[config.mk]
export PLATFORM = sky130hd
export DESIGN_NAME = md_unit_flat
export DESIGN_NICKNAME = d
export VERILOG_FILES = /design/src/rtl/md_pkg.sv /design/src/rtl/md_unit_if.sv /design/src/rtl/md_divider.sv /design/src/rtl/md_unit.sv /design/src/flat_wrapper.sv
export SDC_FILE = /design/constraint.sdc
export NUM_CORES = 2
export LEC_CHECK = 0
export CORE_MARGIN = 2
export CORE_UTILIZATION = 30
export CTS_BUF_LIST = sky130_fd_sc_hd__clkbuf_4
export DETAILED_ROUTE_END_ITERATION = 8
export HOLD_SLACK_MARGIN = 0.03
export PLACE_DENSITY = 0.46
export SETUP_SLACK_MARGIN = 0.3
export SLEW_MARGIN = 30
export SYNTH_ARGS = -nofsm -noshare
export SYNTH_HDL_FRONTEND = slang
export SYNTH_SLANG_ARGS = --single-unit
[constraint.sdc]
create_clock -name clk -period 11.6 [get_ports clk]
set_input_delay 2.32 -clock clk [delete_from_list [all_inputs] [get_ports clk]]
set_output_delay 2.32 -clock clk [all_outputs]
set_load 0.02 [all_outputs]
[src/rtl/md_pkg.sv]
// Shared definitions for the multiply/divide unit.
// MDOp encoding, default latencies and counter sizing.
package md_pkg;

   localparam int MD_OP_W = 4;

   typedef logic [MD_OP_W-1:0] md_op_t;

   localparam md_op_t MD_NONE  = 4'd0;
   localparam md_op_t MD_MULT  = 4'd1;
   localparam md_op_t MD_MULTU = 4'd2;
   localparam md_op_t MD_DIV   = 4'd3;
   localparam md_op_t MD_DIVU  = 4'd4;
   localparam md_op_t MD_MTHI  = 4'd5;
   localparam md_op_t MD_MTLO  = 4'd6;
   localparam md_op_t MD_MFHI  = 4'd7;
   localparam md_op_t MD_MFLO  = 4'd8;

   localparam int MD_MULT_CYCLES = 5;
   localparam int MD_DIV_CYCLES  = 10;

   // Counter must hold the longest latency and never drop below 4 bits.
   function automatic int md_cnt_w(input int n);
      int w;
      w = $clog2(n + 1);
      return (w < 4) ? 4 : w;
   endfunction

endpackage

[src/rtl/md_unit_if.sv]
// Operand/op/result bundle between execute stage and md_unit.
// master = execute-stage driver, slave = md_unit.
interface md_unit_if
   import md_pkg::*;
();

   logic [31:0] in_a;
   logic [31:0] in_b;
   md_op_t      MDOp;
   logic        start;
   logic        busy;
   logic [31:0] hi;
   logic [31:0] lo;
   logic [31:0] md_out;

   modport master (
      output in_a, in_b, MDOp, start,
      input  busy, hi, lo, md_out
   );

   modport slave (
      input  in_a, in_b, MDOp, start,
      output busy, hi, lo, md_out
   );

endinterface

[src/rtl/md_divider.sv]
// Combinational 32-bit signed/unsigned divider.
// Quotient truncates toward zero; remainder takes the dividend's sign.
module md_divider (
   input  logic [31:0] a,
   input  logic [31:0] b,
   input  logic        is_signed,
   output logic [31:0] q,
   output logic [31:0] r,
   output logic        div_zero
);

   logic        neg_a;
   logic        neg_b;
   logic [31:0] mag_a;
   logic [31:0] mag_b;
   logic [31:0] dsr;
   logic [31:0] uq;
   logic [31:0] ur;

   // 0x80000000 / -1 falls out naturally: magnitude quotient wraps back.
   always_comb begin
      neg_a    = is_signed & a[31];
      neg_b    = is_signed & b[31];
      mag_a    = neg_a ? (~a + 32'd1) : a;
      mag_b    = neg_b ? (~b + 32'd1) : b;
      div_zero = (b == 32'd0);
      dsr      = div_zero ? 32'd1 : mag_b;
      uq       = mag_a / dsr;
      ur       = mag_a % dsr;
      q        = (neg_a ^ neg_b) ? (~uq + 32'd1) : uq;
      r        = neg_a ? (~ur + 32'd1) : ur;
   end

endmodule

[src/rtl/md_unit.sv]
// Multiply/divide unit with HI/LO pair and fixed multi-cycle latency.
// Define MD_UNIT_DIV_EN to build the divider (div/divu); otherwise they act as none.
module md_unit
   import md_pkg::*;
#(
   parameter int MULT_CYCLES = MD_MULT_CYCLES,
   parameter int DIV_CYCLES  = MD_DIV_CYCLES
) (
   input  logic    clk,
   input  logic    reset,
   md_unit_if.slave md
);

   localparam int MAX_CYC =
      (MULT_CYCLES > DIV_CYCLES) ? MULT_CYCLES : DIV_CYCLES;
   localparam int CW = md_cnt_w(MAX_CYC);

   typedef enum logic {
      ST_IDLE,
      ST_BUSY
   } md_state_t;

   md_state_t   state;
   logic [CW-1:0] cnt;
   logic        busy_q;
   logic [31:0] hi_q;
   logic [31:0] lo_q;
   logic [31:0] res_hi;
   logic [31:0] res_lo;
   logic        res_we;

   logic        is_signed;
   logic        go_mul;
   logic        go_div;
   logic [63:0] ext_a;
   logic [63:0] ext_b;
   logic [63:0] prod;
   logic [31:0] div_q;
   logic [31:0] div_r;
   logic        div_zero;

   always_comb begin
      is_signed = (md.MDOp == MD_MULT) || (md.MDOp == MD_DIV);
      go_mul    = md.start &&
                  ((md.MDOp == MD_MULT) || (md.MDOp == MD_MULTU));
`ifdef MD_UNIT_DIV_EN
      go_div    = md.start &&
                  ((md.MDOp == MD_DIV) || (md.MDOp == MD_DIVU));
`else
      go_div    = 1'b0;
`endif
   end

   // One 64x64 multiplier covers both signednesses via the extension.
   always_comb begin
      ext_a = {{32{is_signed & md.in_a[31]}}, md.in_a};
      ext_b = {{32{is_signed & md.in_b[31]}}, md.in_b};
      prod  = ext_a * ext_b;
   end

`ifdef MD_UNIT_DIV_EN
   md_divider u_div (
      .a        (md.in_a),
      .b        (md.in_b),
      .is_signed(is_signed),
      .q        (div_q),
      .r        (div_r),
      .div_zero (div_zero)
   );
`else
   assign div_q    = 32'd0;
   assign div_r    = 32'd0;
   assign div_zero = 1'b1;
`endif

   always_ff @(posedge clk) begin
      if (reset) begin
         state  <= ST_IDLE;
         busy_q <= 1'b0;
         cnt    <= '0;
         hi_q   <= 32'd0;
         lo_q   <= 32'd0;
         res_hi <= 32'd0;
         res_lo <= 32'd0;
         res_we <= 1'b0;
      end else begin
         unique case (state)
            ST_IDLE: begin
               if (go_mul) begin
                  res_hi <= prod[63:32];
                  res_lo <= prod[31:0];
                  res_we <= 1'b1;
                  cnt    <= CW'(MULT_CYCLES);
                  busy_q <= 1'b1;
                  state  <= ST_BUSY;
               end else if (go_div) begin
                  res_hi <= div_r;
                  res_lo <= div_q;
                  // Zero divisor still burns the full latency.
                  res_we <= ~div_zero;
                  cnt    <= CW'(DIV_CYCLES);
                  busy_q <= 1'b1;
                  state  <= ST_BUSY;
               end else if (md.MDOp == MD_MTHI) begin
                  hi_q <= md.in_a;
               end else if (md.MDOp == MD_MTLO) begin
                  lo_q <= md.in_a;
               end
            end
            ST_BUSY: begin
               cnt <= cnt - CW'(1);
               if (cnt == CW'(1)) begin
                  if (res_we) begin
                     hi_q <= res_hi;
                     lo_q <= res_lo;
                  end
                  busy_q <= 1'b0;
                  state  <= ST_IDLE;
               end
            end
            default: begin
               state  <= ST_IDLE;
               busy_q <= 1'b0;
            end
         endcase
      end
   end

   always_comb begin
      unique case (md.MDOp)
         MD_MFHI: md.md_out = hi_q;
         MD_MFLO: md.md_out = lo_q;
         default: md.md_out = 32'd0;
      endcase
   end

   assign md.busy = busy_q;
   assign md.hi   = hi_q;
   assign md.lo   = lo_q;

endmodule

[src/flat_wrapper.sv]
// flat-port wrapper written by rule: the top's interface ports become plain ports
module md_unit_flat import md_pkg::*;
#(
   parameter int MULT_CYCLES = MD_MULT_CYCLES,
   parameter int DIV_CYCLES  = MD_DIV_CYCLES
)
  (clk, reset, md_in_a, md_in_b, md_MDOp, md_start, md_busy, md_hi, md_lo, md_md_out);
  md_unit_if md_i ();
  input  logic clk;
  input  logic reset;
  input wire logic [$bits(md_i.in_a)-1:0] md_in_a;
  input wire logic [$bits(md_i.in_b)-1:0] md_in_b;
  input wire logic [$bits(md_i.MDOp)-1:0] md_MDOp;
  input wire logic [$bits(md_i.start)-1:0] md_start;
  output wire logic [$bits(md_i.busy)-1:0] md_busy;
  output wire logic [$bits(md_i.hi)-1:0] md_hi;
  output wire logic [$bits(md_i.lo)-1:0] md_lo;
  output wire logic [$bits(md_i.md_out)-1:0] md_md_out;
  assign md_i.in_a = md_in_a;
  assign md_i.in_b = md_in_b;
  assign md_i.MDOp = md_MDOp;
  assign md_i.start = md_start;
  assign md_busy = md_i.busy;
  assign md_hi = md_i.hi;
  assign md_lo = md_i.lo;
  assign md_md_out = md_i.md_out;
  md_unit #(.MULT_CYCLES(MULT_CYCLES), .DIV_CYCLES(DIV_CYCLES)) u_core (.clk(clk), .reset(reset), .md(md_i));
endmodule
==> summary.txt <==
Run status
  – Status: finished with violations
  – Failing checks: design-rule violations

Timing
  – Worst-margin pin slew: between 900 and 1000 ps
  – Slew Limit Headroom: 35.45%
  – Min Tclk post-route: 10,680 ps
  – Clock skew: about 24 ps
  – RSZ-0062 raised after global routing: no
  – Fmax achieved: 93.67 MHz
  – Final hold viol count: 0
  – Final-report setup violation count: 0
  – Number of max-slew violations in the final report: 0
  – Fin crit share: 92.04%
  – Post-route setup TNS: 0 ps

Drt
  – DR WL/cell: ~20 µm
  – Initial DRC Count: 1,979
  – Remaining DRCs: 38
  – Vias/cell: 4.684
  – Vias post-DR: 32,000
  – Post-Route WL: around 140 mm
  – Antenna-violating nets left: 0
  – TritonRoute pass-1 iters: 7

Synthesis
  – Synth top area share: 51.92%
  – Area contributors post-synth: fa_1, inv_1, nand2_1
  – Main synth FF type: dfxtp_1
  – Share of flip-flops with an asynchronous set or reset: 0%
  – Synthesized flop and latch total: 135
  – Syn_nets: 6,278
  – Post-synthesis cell count: between 4,000 and 5,000
  – Mapped cell area: 0.04338 mm²
  – Synth top cells by count: inv_1, fa_1, nand2_1, and2_1, clkbuf_1
  – Area leader, netlist: fa_1
  – Avg Inst Size Synth: slightly below 9 µm²
  – Yosys warns: 0
  – Most common cell in the netlist: inv_1
  – Number of enable flip-flop cells after synthesis: 0
  – Register area share after synthesis: 6.230%
  – Synth cell types: between 60 and 70

Global routing
  – Initial antenna violation count: 8
  – Largest net degree at the start of global routing: 78
  – GRT Total Usage: between 10% and 20%
  – Grt total ovfl: 0
  – First-pass GRT wire length: 215.4 mm
  – Via count of the first global-routing pass: between 30,000 and 40,000

Clocking
  – Post-CTS setup buffer count: 0
  – Maximum buffer depth of the clock tree: 2
  – CTS Root Cell: clkbuf_4
  – CTS clk-pin slew, worst paths: ~140 ps
  – CTS tree: done
  – CTS Buf Count: 17
  – Clk sinks: 135
  – CTS resizes: 0
  – Hold buffers post-CTS: 0
  – # H-tree levels: 4
  – Clk_lat worst skew: 580 ps

Worst setup path
  – Critical Path Sink Type: flop
  – Worst Reg-to-Reg Cells: 7
  – Crit path DAT: 11,130 ps
  – CP startpoint kind: input pin
  – Required @ worst endpoint: about 12,000 ps
  – Crit Path Category: input pin to flop
  – Crit Path Max Fanout: 10

Layout
  – Area grow syn2layout: 10.38%
  – Layout Nets: 6,324
  – Share of cells above drive strength 1: 4.019%

Floorplanning
  – Die H: between 300 and 400 µm
  – Die footprint: 0.1477 mm²
  – Core area: 0.1437 mm²
  – Cell Rows: 139
  – Die width: 384.3 µm
  – Initial Util: 30.20%
  – Ports: 168

Placement
  – Post-DP HPWL: 116.0 mm
  – Count of input and output buffers: 167
  – Placer Congestion: ~0.87

Hold path
  – Hold Crit Depth: 2
  – Hold Crit Class: flop to flop

Flow run
  – Max-Cap Viols: 0
[worst max-delay path, stage by stage]
cell	delay, ps
clkdlybuf4s50_1	450
nor2_1	280
and3_1	270
buf_12	160
nand2_1	90
inv_1	160
fa_1	490
fa_1	630
fa_1	530
inv_1	500
fa_1	510
inv_1	80
fa_1	440
fa_1	550
inv_1	50
fa_1	450
fa_1	490
inv_1	40
ha_1	380
nand4_1	180
nor2_1	210
nand4_1	170
or4_1	540
o32ai_1	270
o211ai_1	290
a2bb2oi_1	300
mux2i_1	220
a21oi_1	80
[worst paths after layout]
check                                         end             start  slack, ps
worst min register to register   u_core.res_lo[9]  u_core.res_lo[9]        470
worst min-delay path             u_core.res_lo[9]  u_core.res_lo[9]        470
worst max-delay path            u_core.res_hi[31]        md_MDOp[2]        920
worst max register to register   u_core.md.hi[22]      u_core.state       8990
[sequential cells by signal, summed over array words and instances (netlist names)]
register,cells
u_core.md.lo,32
u_core.res_lo,32
u_core.md.busy,1
u_core.res_hi,32
u_core.state,1
u_core.res_we,1
u_core.md.hi,32
u_core.cnt,4
[area by class of cell]
type | count | area (µm²)
clock buffers | 18 | 135.1
flip-flops and latches | 135 | 2706
inverters | 1137 | 4268
repair buffers | 308 | 2888
clock inverters | 14 | 123.9
fillers | 15200 | 95770
multi-input cells | 3315 | 35380
diodes | 2 | 5.005
well taps | 1903 | 2381
[metrics by stage]
step	cell area, µm²	utilization [%]	hold slack (ps)	setup slack (ps)	std cells
after floorplan	43380	-	425.4	1205	4868
after global placement	47620	33.15	438.0	378.0	6798
after detailed placement	47620	33.15	444.5	307.7	6798
after CTS	47880	33.33	464.2	952.0	6830
after global routing	47880	33.33	490.0	377.7	6831
final	47880	33.33	465.3	923.8	6832
[per-layer routing]
layer	GRT usage, %	wire, µm	vias to the layer above
li1	-	-	14340
met1	26.80	62260	16830
met2	32.27	66070	715
met3	1.990	6152	113
met4	3.566	2777	0
met5	0	0	-
[logic make-up after synthesis]
family | after synthesis | synth area share [%]
simple gates | 1455 | 15.27
xor+xnor | 62 | 1.252
fa+ha+maj | 1339 | 58.09
flops | 135 | 6.230
compound gates | 458 | 6.838
mux | 1 | 0.02307
buf+inv | 1418 | 12.30
[layout by cell type (no fill, tap or decap), types with 7 or more instances in the layout]
cell type / count
o21ai_0: 51
o211ai_1: 7
dfxtp_1: 134
xor2_1: 17
a21oi_1: 173
buf_4: 126
xnor2_1: 45
nand4_1: 17
and3_1: 8
a22o_1: 33
buf_2: 8
ha_1: 214
and2_1: 319
nand3b_1: 8
nand3_1: 19
buf_12: 16
nor3_1: 14
nand2_1: 862
fa_1: 1125
o21a_1: 10
inv_1: 1137
clkdlybuf4s50_1: 158
o31ai_1: 10
nor2_1: 128
or2_2: 7
a21o_1: 27
or3_1: 8
nor2b_1: 40
clkbuf_4: 18
o21bai_1: 15
a31oi_1: 12
a211oi_1: 75
Power is not shown: default switching activity piles up to over one toggle a cycle in this logic, so the estimate is an artifact.
